==> src/rtl/alu_pipe.sv <==
`default_nettype none
// ============================================================================
//  Module   : alu_pipe
//  Purpose  : Registered ALU with valid/ready handshake on both sides, an
//             internally held {n, v, z} flag register and an iterative
//             shift-add unsigned multiplier (one multiplier bit per cycle).
//  Revision : 1.0 - initial release
// ----------------------------------------------------------------------------
//  Ports
//    clk        in   1      rising-edge clock
//    rst_n      in   1      asynchronous active-low reset
//    in_valid   in   1      op/operands presented this cycle
//    in_ready   out  1      an operation is accepted this cycle
//    op         in   4      0 ADD,1 SUB,2 AND,3 OR,4 SLL,5 SRL,6 SRA,7 RL,8 MUL
//    a, b       in   DSIZE  operands (two's complement)
//    imm        in   SHW    shift / rotate amount
//    out_valid  out  1      out and flag hold a result
//    out_ready  in   1      consumer takes the result this cycle
//    out        out  DSIZE  registered result
//    flag       out  3      registered {n, v, z}
// ============================================================================
module alu_pipe #(
  parameter int DSIZE = 16,
  parameter int SHW   = $clog2(DSIZE)
) (
  input  logic             clk,
  input  logic             rst_n,
  input  logic             in_valid,
  output logic             in_ready,
  input  logic [3:0]       op,
  input  logic [DSIZE-1:0] a,
  input  logic [DSIZE-1:0] b,
  input  logic [SHW-1:0]   imm,
  output logic             out_valid,
  input  logic             out_ready,
  output logic [DSIZE-1:0] out,
  output logic [2:0]       flag
);

  localparam logic [3:0] OP_ADD = 4'd0;
  localparam logic [3:0] OP_SUB = 4'd1;
  localparam logic [3:0] OP_AND = 4'd2;
  localparam logic [3:0] OP_OR  = 4'd3;
  localparam logic [3:0] OP_SLL = 4'd4;
  localparam logic [3:0] OP_SRL = 4'd5;
  localparam logic [3:0] OP_SRA = 4'd6;
  localparam logic [3:0] OP_RL  = 4'd7;
  localparam logic [3:0] OP_MUL = 4'd8;

  // Counter must be able to hold DSIZE itself.
  localparam int CW = $clog2(DSIZE + 1);
  localparam int M  = DSIZE - 1;

  typedef enum logic [0:0] {
    IDLE     = 1'b0,
    MUL_BUSY = 1'b1
  } state_t;

  state_t                 state_q, state_d;
  logic [DSIZE-1:0]       out_q, out_d;
  logic [2:0]             flag_q, flag_d;
  logic                   out_valid_q, out_valid_d;
  logic [CW-1:0]          cnt_q, cnt_d;
  logic [2*DSIZE-1:0]     acc_q, acc_d;
  logic [2*DSIZE-1:0]     mcand_q, mcand_d;
  logic [DSIZE-1:0]       mplier_q, mplier_d;

  // --------------------------------------------------------------------------
  // Single-cycle datapath
  // --------------------------------------------------------------------------
  logic [DSIZE-1:0]        sum_w, diff_w;
  logic                    ovf_add_w, ovf_sub_w;
  logic signed [DSIZE-1:0] sra_w;
  logic [2*DSIZE-1:0]      rot_w;
  logic [DSIZE-1:0]        alu_res;
  logic [2:0]              alu_flag;

  assign sum_w     = a + b;
  assign diff_w    = a - b;
  assign ovf_add_w = (a[M] == b[M]) && (sum_w[M]  != a[M]);
  assign ovf_sub_w = (a[M] != b[M]) && (diff_w[M] != a[M]);
  assign sra_w     = $signed(a) >>> imm;
  // Rotate as the upper half of a doubled word shifted left; imm = 0 gives a.
  assign rot_w     = {a, a} << imm;

  always_comb begin
    alu_res  = '0;
    alu_flag = flag_q;
    case (op)
      OP_ADD: begin
        alu_res  = sum_w;
        alu_flag = {sum_w[M] && !ovf_add_w, ovf_add_w, sum_w == '0};
      end
      OP_SUB: begin
        alu_res  = diff_w;
        alu_flag = {diff_w[M] && !ovf_sub_w, ovf_sub_w, diff_w == '0};
      end
      OP_AND: begin
        alu_res  = a & b;
        alu_flag = {2'b00, (a & b) == '0};
      end
      OP_OR: begin
        alu_res  = a | b;
        alu_flag = {2'b00, (a | b) == '0};
      end
      OP_SLL:  alu_res = a << imm;
      OP_SRL:  alu_res = a >> imm;
      OP_SRA:  alu_res = sra_w;
      OP_RL:   alu_res = rot_w[2*DSIZE-1:DSIZE];
      default: alu_res = '0;
    endcase
  end

  // --------------------------------------------------------------------------
  // Handshake and control
  // --------------------------------------------------------------------------
  logic accept_w;
  logic pop_w;

  assign in_ready = (state_q == IDLE) && (!out_valid_q || out_ready);
  assign accept_w = in_valid && in_ready;
  assign pop_w    = out_valid_q && out_ready;

  always_comb begin
    state_d     = state_q;
    out_d       = out_q;
    flag_d      = flag_q;
    out_valid_d = out_valid_q;
    cnt_d       = cnt_q;
    acc_d       = acc_q;
    mcand_d     = mcand_q;
    mplier_d    = mplier_q;

    if (pop_w) begin
      out_valid_d = 1'b0;
    end

    case (state_q)
      IDLE: begin
        if (accept_w) begin
          if (op == OP_MUL) begin
            state_d  = MUL_BUSY;
            cnt_d    = CW'(DSIZE);
            acc_d    = '0;
            mcand_d  = {{DSIZE{1'b0}}, a};
            mplier_d = b;
          end else begin
            out_d       = alu_res;
            flag_d      = alu_flag;
            out_valid_d = 1'b1;
          end
        end
      end
      MUL_BUSY: begin
        if (cnt_q != '0) begin
          if (mplier_q[0]) begin
            acc_d = acc_q + mcand_q;
          end
          mcand_d  = mcand_q << 1;
          mplier_d = mplier_q >> 1;
          cnt_d    = cnt_q - CW'(1);
        end else if (!out_valid_q || out_ready) begin
          // Output register is normally empty here (it was popped on the MUL
          // accept edge); the guard keeps a stalled result from being lost.
          out_d       = acc_q[DSIZE-1:0];
          flag_d      = {1'b0, acc_q[2*DSIZE-1:DSIZE] != '0, acc_q[DSIZE-1:0] == '0};
          out_valid_d = 1'b1;
          state_d     = IDLE;
        end
      end
      default: state_d = IDLE;
    endcase
  end

  always_ff @(posedge clk or negedge rst_n) begin
    if (!rst_n) begin
      state_q     <= IDLE;
      out_q       <= '0;
      flag_q      <= 3'b000;
      out_valid_q <= 1'b0;
      cnt_q       <= '0;
      acc_q       <= '0;
      mcand_q     <= '0;
      mplier_q    <= '0;
    end else begin
      state_q     <= state_d;
      out_q       <= out_d;
      flag_q      <= flag_d;
      out_valid_q <= out_valid_d;
      cnt_q       <= cnt_d;
      acc_q       <= acc_d;
      mcand_q     <= mcand_d;
      mplier_q    <= mplier_d;
    end
  end

  assign out       = out_q;
  assign flag      = flag_q;
  assign out_valid = out_valid_q;

endmodule
`default_nettype wire

==> config.mk <==
export PLATFORM = sky130hd
export DESIGN_NAME = alu_pipe
export DESIGN_NICKNAME = d
export VERILOG_FILES = /design/src/rtl/alu_pipe.sv
export SDC_FILE = /design/constraint.sdc
export NUM_CORES = 1
export LEC_CHECK = 0
export BUFFER_PORTS_ARGS = -buffer_cell sky130_fd_sc_hd__buf_4
export CORE_MARGIN = 2
export CORE_UTILIZATION = 62
export DETAILED_ROUTE_END_ITERATION = 10
export PLACE_DENSITY = 0.9
export RECOVER_POWER = 50
export SLEW_MARGIN = 20
export SYNTH_ARGS = -nofsm -noshare
export SYNTH_HDL_FRONTEND = slang
export SYNTH_SLANG_ARGS = --single-unit
==> constraint.sdc <==
create_clock -name clk -period 7.1 [get_ports clk]
set_input_delay 0 -clock clk [delete_from_list [all_inputs] [get_ports clk]]
set_output_delay 0 -clock clk [all_outputs]
set_load 0.005 [all_outputs]
# Word-level counts from Yosys, hierarchy flattened
# Cells that the tools add are included.
[word_totals]
in_bits = 44
output_inout_bits = 21
regBits = 106
wordCells = 102
[op_classes]
n_shift = 4
n_mux = 40
n_reduce_logical = 23
bitwise = 3
add_sub_neg = 4
eq_ne = 20
[op_table]
columns = ["op", "n"]
rows = [
  ["two-way mux 32 bit", 7],
  ["one-hot mux 16 bit (8 select lines)", 1],
  ["one-hot mux 32 bit (2 select lines)", 2],
  ["two-way mux 16 bit", 7],
  ["zero test 16 bit", 5],
  ["one-hot mux 16 bit (2 select lines)", 2],
  ["adder 32 bit", 1],
  ["left shift 32 x 4 -> 32 bit", 1],
  ["adder 16 bit", 1],
  ["AND 16 bit", 1],
  ["== test 4 x 3 -> 1 bit, second input constant", 4],
  ["bitwise OR 16 bit", 1],
  ["nonzero test 16 bit", 1],
  ["left shift 16 x 4 -> 16 bit", 1],
  ["right shift 16 x 4 -> 16 bit", 1],
  [">>> shifter 16 x 4 -> 16 bit", 1],
  ["subtractor 16 bit", 1],
  ["two-way mux 5 bit", 3],
  ["two-way mux 3 bit", 4],
  ["one-hot mux 3 bit (4 select lines)", 1],
  ["one-hot mux 5 bit (2 select lines)", 1],
  ["two-way mux 1 bit", 9],
  ["== test 4 x 2 -> 1 bit, second input constant", 2],
  ["!= test 2 x 1 -> 1 bit, second input constant", 4],
  ["18 further kinds", 32],
]

# Depth between registers and ports, before layout
[logic_depth]
ltp_word = 9
mapped_depth = 12
mapped_depth_nobuf = 12

# Worst setup path before layout
# OpenSTA, ideal clock, no wires.
[synth_timing]
path_kind = "reg-to-reg"
start = "reg acc_q[0]"
end = "reg acc_q[28]"
setup_ns = 0.070
period_less_slack_ns = 2.629
path_slack_ns = 4.471
n_path_buf = 0
arrival_ns = 2.560
path_stages_with_launch = 12
required_ns = 7.030
path_cell_list = "dfrtp_1 ha_1 fa_1 a21oi_1 o211ai_1 nand3_1 a21oi_1 and4_1 o21ai_0 a21oi_1 or3b_2 nand3b_1"
[synth_between]
elab_chain_cells = 4
[synth_lines]
columns = ["item", "line", "text"]
rows = [
  ["start, declared", "64", "logic [2*DSIZE-1:0] acc_q, acc_d;"],
  ["start signal, assigned", "182", "acc_q <= '0;"],
  ["start signal, assigned", "191", "acc_q <= acc_d;"],
  ["adder 32 bit", "157", "acc_d = acc_q + mcand_q;"],
  ["two-way mux 32 bit", "156", "if (mplier_q[0]) begin"],
  ["two-way mux 32 bit", "155", "if (cnt_q != '0) begin"],
  ["one-hot mux 32 bit (2 select lines)", "138", "case (state_q)"],
]
# No other way between the ends. The select of a mux whose other input is x is not followed.
# A chain may end at the register's enable or synchronous reset.

# Final worst setup path
[layout_timing]
start = "reg cnt_q[0]"
end = "reg out_q[13], in the netlist out[13]"
[layout_between]
elab_chain_cells = 3
[layout_lines]
columns = ["item", "line", "text"]
rows = [
  ["start, declared", "63", "logic [CW-1:0] cnt_q, cnt_d;"],
  ["start signal, assigned", "190", "cnt_q <= cnt_d;"],
  ["nonzero test 5 bit", "155", ""],
  ["!= test 2 bit (no line)", "-", ""],
  ["AND reduction 4 bit (no line)", "-", ""],
  ["end signal, assigned", "187", "out_q <= out_d;"],
  ["end, declared", "60", "logic [DSIZE-1:0] out_q, out_d;"],
]
# No other way between the ends.

==> flow_summary.yaml <==
worst_setup_path:
  arrival_ps: 3510
  endpoint_kind: "flop"
  critical_path_required_ps: 7330
  crit_fanout: 28
  crit_type: "reg -> reg"
  start_kind: "flop"
  reg2reg_slack_ps: 3820
floorplanning:
  initial_utilization_pct: 63.14
  die_h_um: 133.5
  core_area_um2: 16470
  die_w_um: 133.5
  design.die.area_um2: 17820
  rows: 47
  ios: 65
yosys:
  netlist_area_um2: 10400
  yosys.area.top_type: "dfrtp_1"
  yosys_warnings: 0
  synth_edf_count: 0
  async_flop_share_pct: 100.0
  synth_top_area_share_pct: 25.51
  synth_seq_cells: 106
  synth_ff_type: "dfrtp_1"
  avgSynthCellArea_um2: 7.924
  syn_nets: 1441
  ys_top_cells_by_area: "dfrtp_1 (26%), ha_1 (9.9%), mux2i_1 (7.7%)"
  synth.distinct_cells: 85
  postSynthCellCount: 1312
  synth.yosys.seq_area_share_pct: 25.51
global_routing:
  grt_pass1_wl_um: 54170
  grt_max_degree: 62
  grt_overflow: 0
  grt_usage_pct: 39.24
  antenna_found_initial: 0
  first_global_vias: 9420
power:
  p_comb_share_pct: 56.6
  p_per_area_nw_per_um2: 336.4
  swShare_pct: 47.60
  p_int_mw: 1.978
  clockPowerShare_pct: 12.8
  p_sw_mw: 1.797
  leakage_nw: 5.102
  power_frac_seq_pct: 30.6
  peakVddDrop_mv: 0.2575
  power_mw: 3.775
sta:
  period_share_pct: 46.26
  setup_slack_ps: 3815
  slew_headroom_pct: -96.23
  fin_crit_ps: 3285
  maxSlewViolCount: 56
  hold_viol: 0
  rsz0062_at_grt: "false"
  timing.fmax_mhz: 304.4
  tightest_slew_ps: 2943
  skew_ps: 9.944
  fin_setup_tns_ps: 0
  setup_viol: 0
route:
  via_per_inst: 6.735
  drt_iter0_markers: 1255
  wl_per_cell_um: 22.64
  wl_um: 35050
  drc_errors: 0
  drtAntennaViolNets: 0
  vias: 10426
  drt_pass1_iterations: 6
clock_tree:
  htree_levels: 3
  clkTransAtPathRegs_ps: 70
  cts_setup_buffers: 0
  clockRootBuffer: "clkbuf_16"
  cts_buffers: 9
  cts_tree: "done"
  cts_buffer_depth: 2
  clkSinkCount: 106
  clk_latency_ps: 360
  post_cts_resize_count: 0
place:
  gp_congestion: 1.101
  hpwl_um: 26640
  placement.io_buffers: 64
  post-place-ws_ps: 3980
hold_path:
  hold_path_class: "in -> reg"
cells_and_area:
  drive_gt1_share_pct: 9.111
  syn_to_final_growth_pct: 7.943
  antennaDiodeCount: 0
  nets: 1452
outcome:
  outcome: "complete, but fails checks"
  violations: "max-capacitance violations, max-slew violations"
run:
  max_cap_violations: 1
-- metal layers --
metal | GRT usage, % | part of all wire, %
met1 | 55.05 | 42
met2 | 58.96 | 43
met3 | 9.285 | 11
met4 | 15.01 | 4.2
met5 | 0 | 0
-- per-stage QoR --
stage / utilization, % / hold WS (ps) / instances / cell area (um^2)
finish: 68.15 / 10.47 / 1548 / 11220
detailed placement: 65.84 / 83.86 / 1522 / 10840
CTS: 68.03 / 2.593 / 1547 / 11200
global route: 68.15 / 10.32 / 1548 / 11220
global placement: 65.81 / 80.39 / 1522 / 10840
floorplan: - / -295.6 / 1312 / 10400
-- critical path, stage by stage (launching register included) --
cell       delay, ps
dfrtp_1          400
inv_1             90
ha_1             140
nor4b_1          630
inv_1            220
nor2_1           130
a31oi_1          100
or2_2            550
a21oi_1          300
o2111ai_1        180
a221oi_1         300
nor3_1           110
-- worst paths after layout --
check / end / cells after the start / startpoint
setup / recovery: out[13] / 11 / cnt_q[0]
min in group asynchronous: acc_q[6] / 2 / rst_n
hold reg to reg: mplier_q[10] / 2 / mplier_q[10]
hold / removal: mplier_q[12] / 3 / b[12]
max in group asynchronous: mplier_q[10] / 3 / rst_n
setup reg to reg: out[13] / 11 / cnt_q[0]
-- sequential cells by signal, summed over array words and instances, names as in the netlist --
signal and cells:
flag 3, mplier_q 16, out_valid 1, state_q 1
out 16, acc_q 32, mcand_q 32, cnt_q 5
-- cells by family (layout without fill, tap and decap cells) --
group	Yosys count	in the layout	share of synthesized area [%]
buf+inv	145	161	5.921
flops	106	106	25.51
fa+ha+maj	85	85	10.45
simple gates	414	414	18.17
xor+xnor	54	54	4.549
mux	94	94	9.869
compound gates	414	414	25.53
-- layout make-up --
cell class | count | area, um^2
fill | 1378 | 5244
inverter | 65 | 244.0
tap | 220 | 275.3
clock inverter | 5 | 37.54
sequential | 106 | 2654
clock buffer | 11 | 232.7
timing repair buffer | 80 | 635.6
multi-input combinational | 1061 | 7143
-- layout by cell type (no fill, tap or decap), types with 35 or more instances in the layout --
master   count
a21oi_1     80
buf_4       49
o21ai_0    151
nor2_1     101
nand2_1    168
mux2i_1     80
ha_1        82
inv_1       63
dfrtp_1    105
nor3_1      35
-- synth_stat cells (25+ instances only) --
library cell	count
nor2_1	103
clkbuf_1	57
inv_1	63
a21oi_1	80
o21ai_0	151
ha_1	82
xnor2_1	29
dfrtp_1	106
nor3_1	35
xor2_1	25
nand2_1	168
mux2i_1	80
-- power groups by stage --
stage	clock [mW]	combinational (mW)	sequential, mW
3_5_place_dp	0	2.06	1.15
2_1_floorplan	0	1.56	1.05
5_1_grt	0.502	2.37	1.18
3_3_place_gp	0	2.00	1.14
4_1_cts	0.479	2.08	1.14
6_report	0.483	2.14	1.15
-- timing repair --
action                                  CTS  global route
hold buffers                              9             0
endpoints found under the hold margin    62             0
endpoints found under the setup margin    0             0
Power figures use the tool's default switching activity.
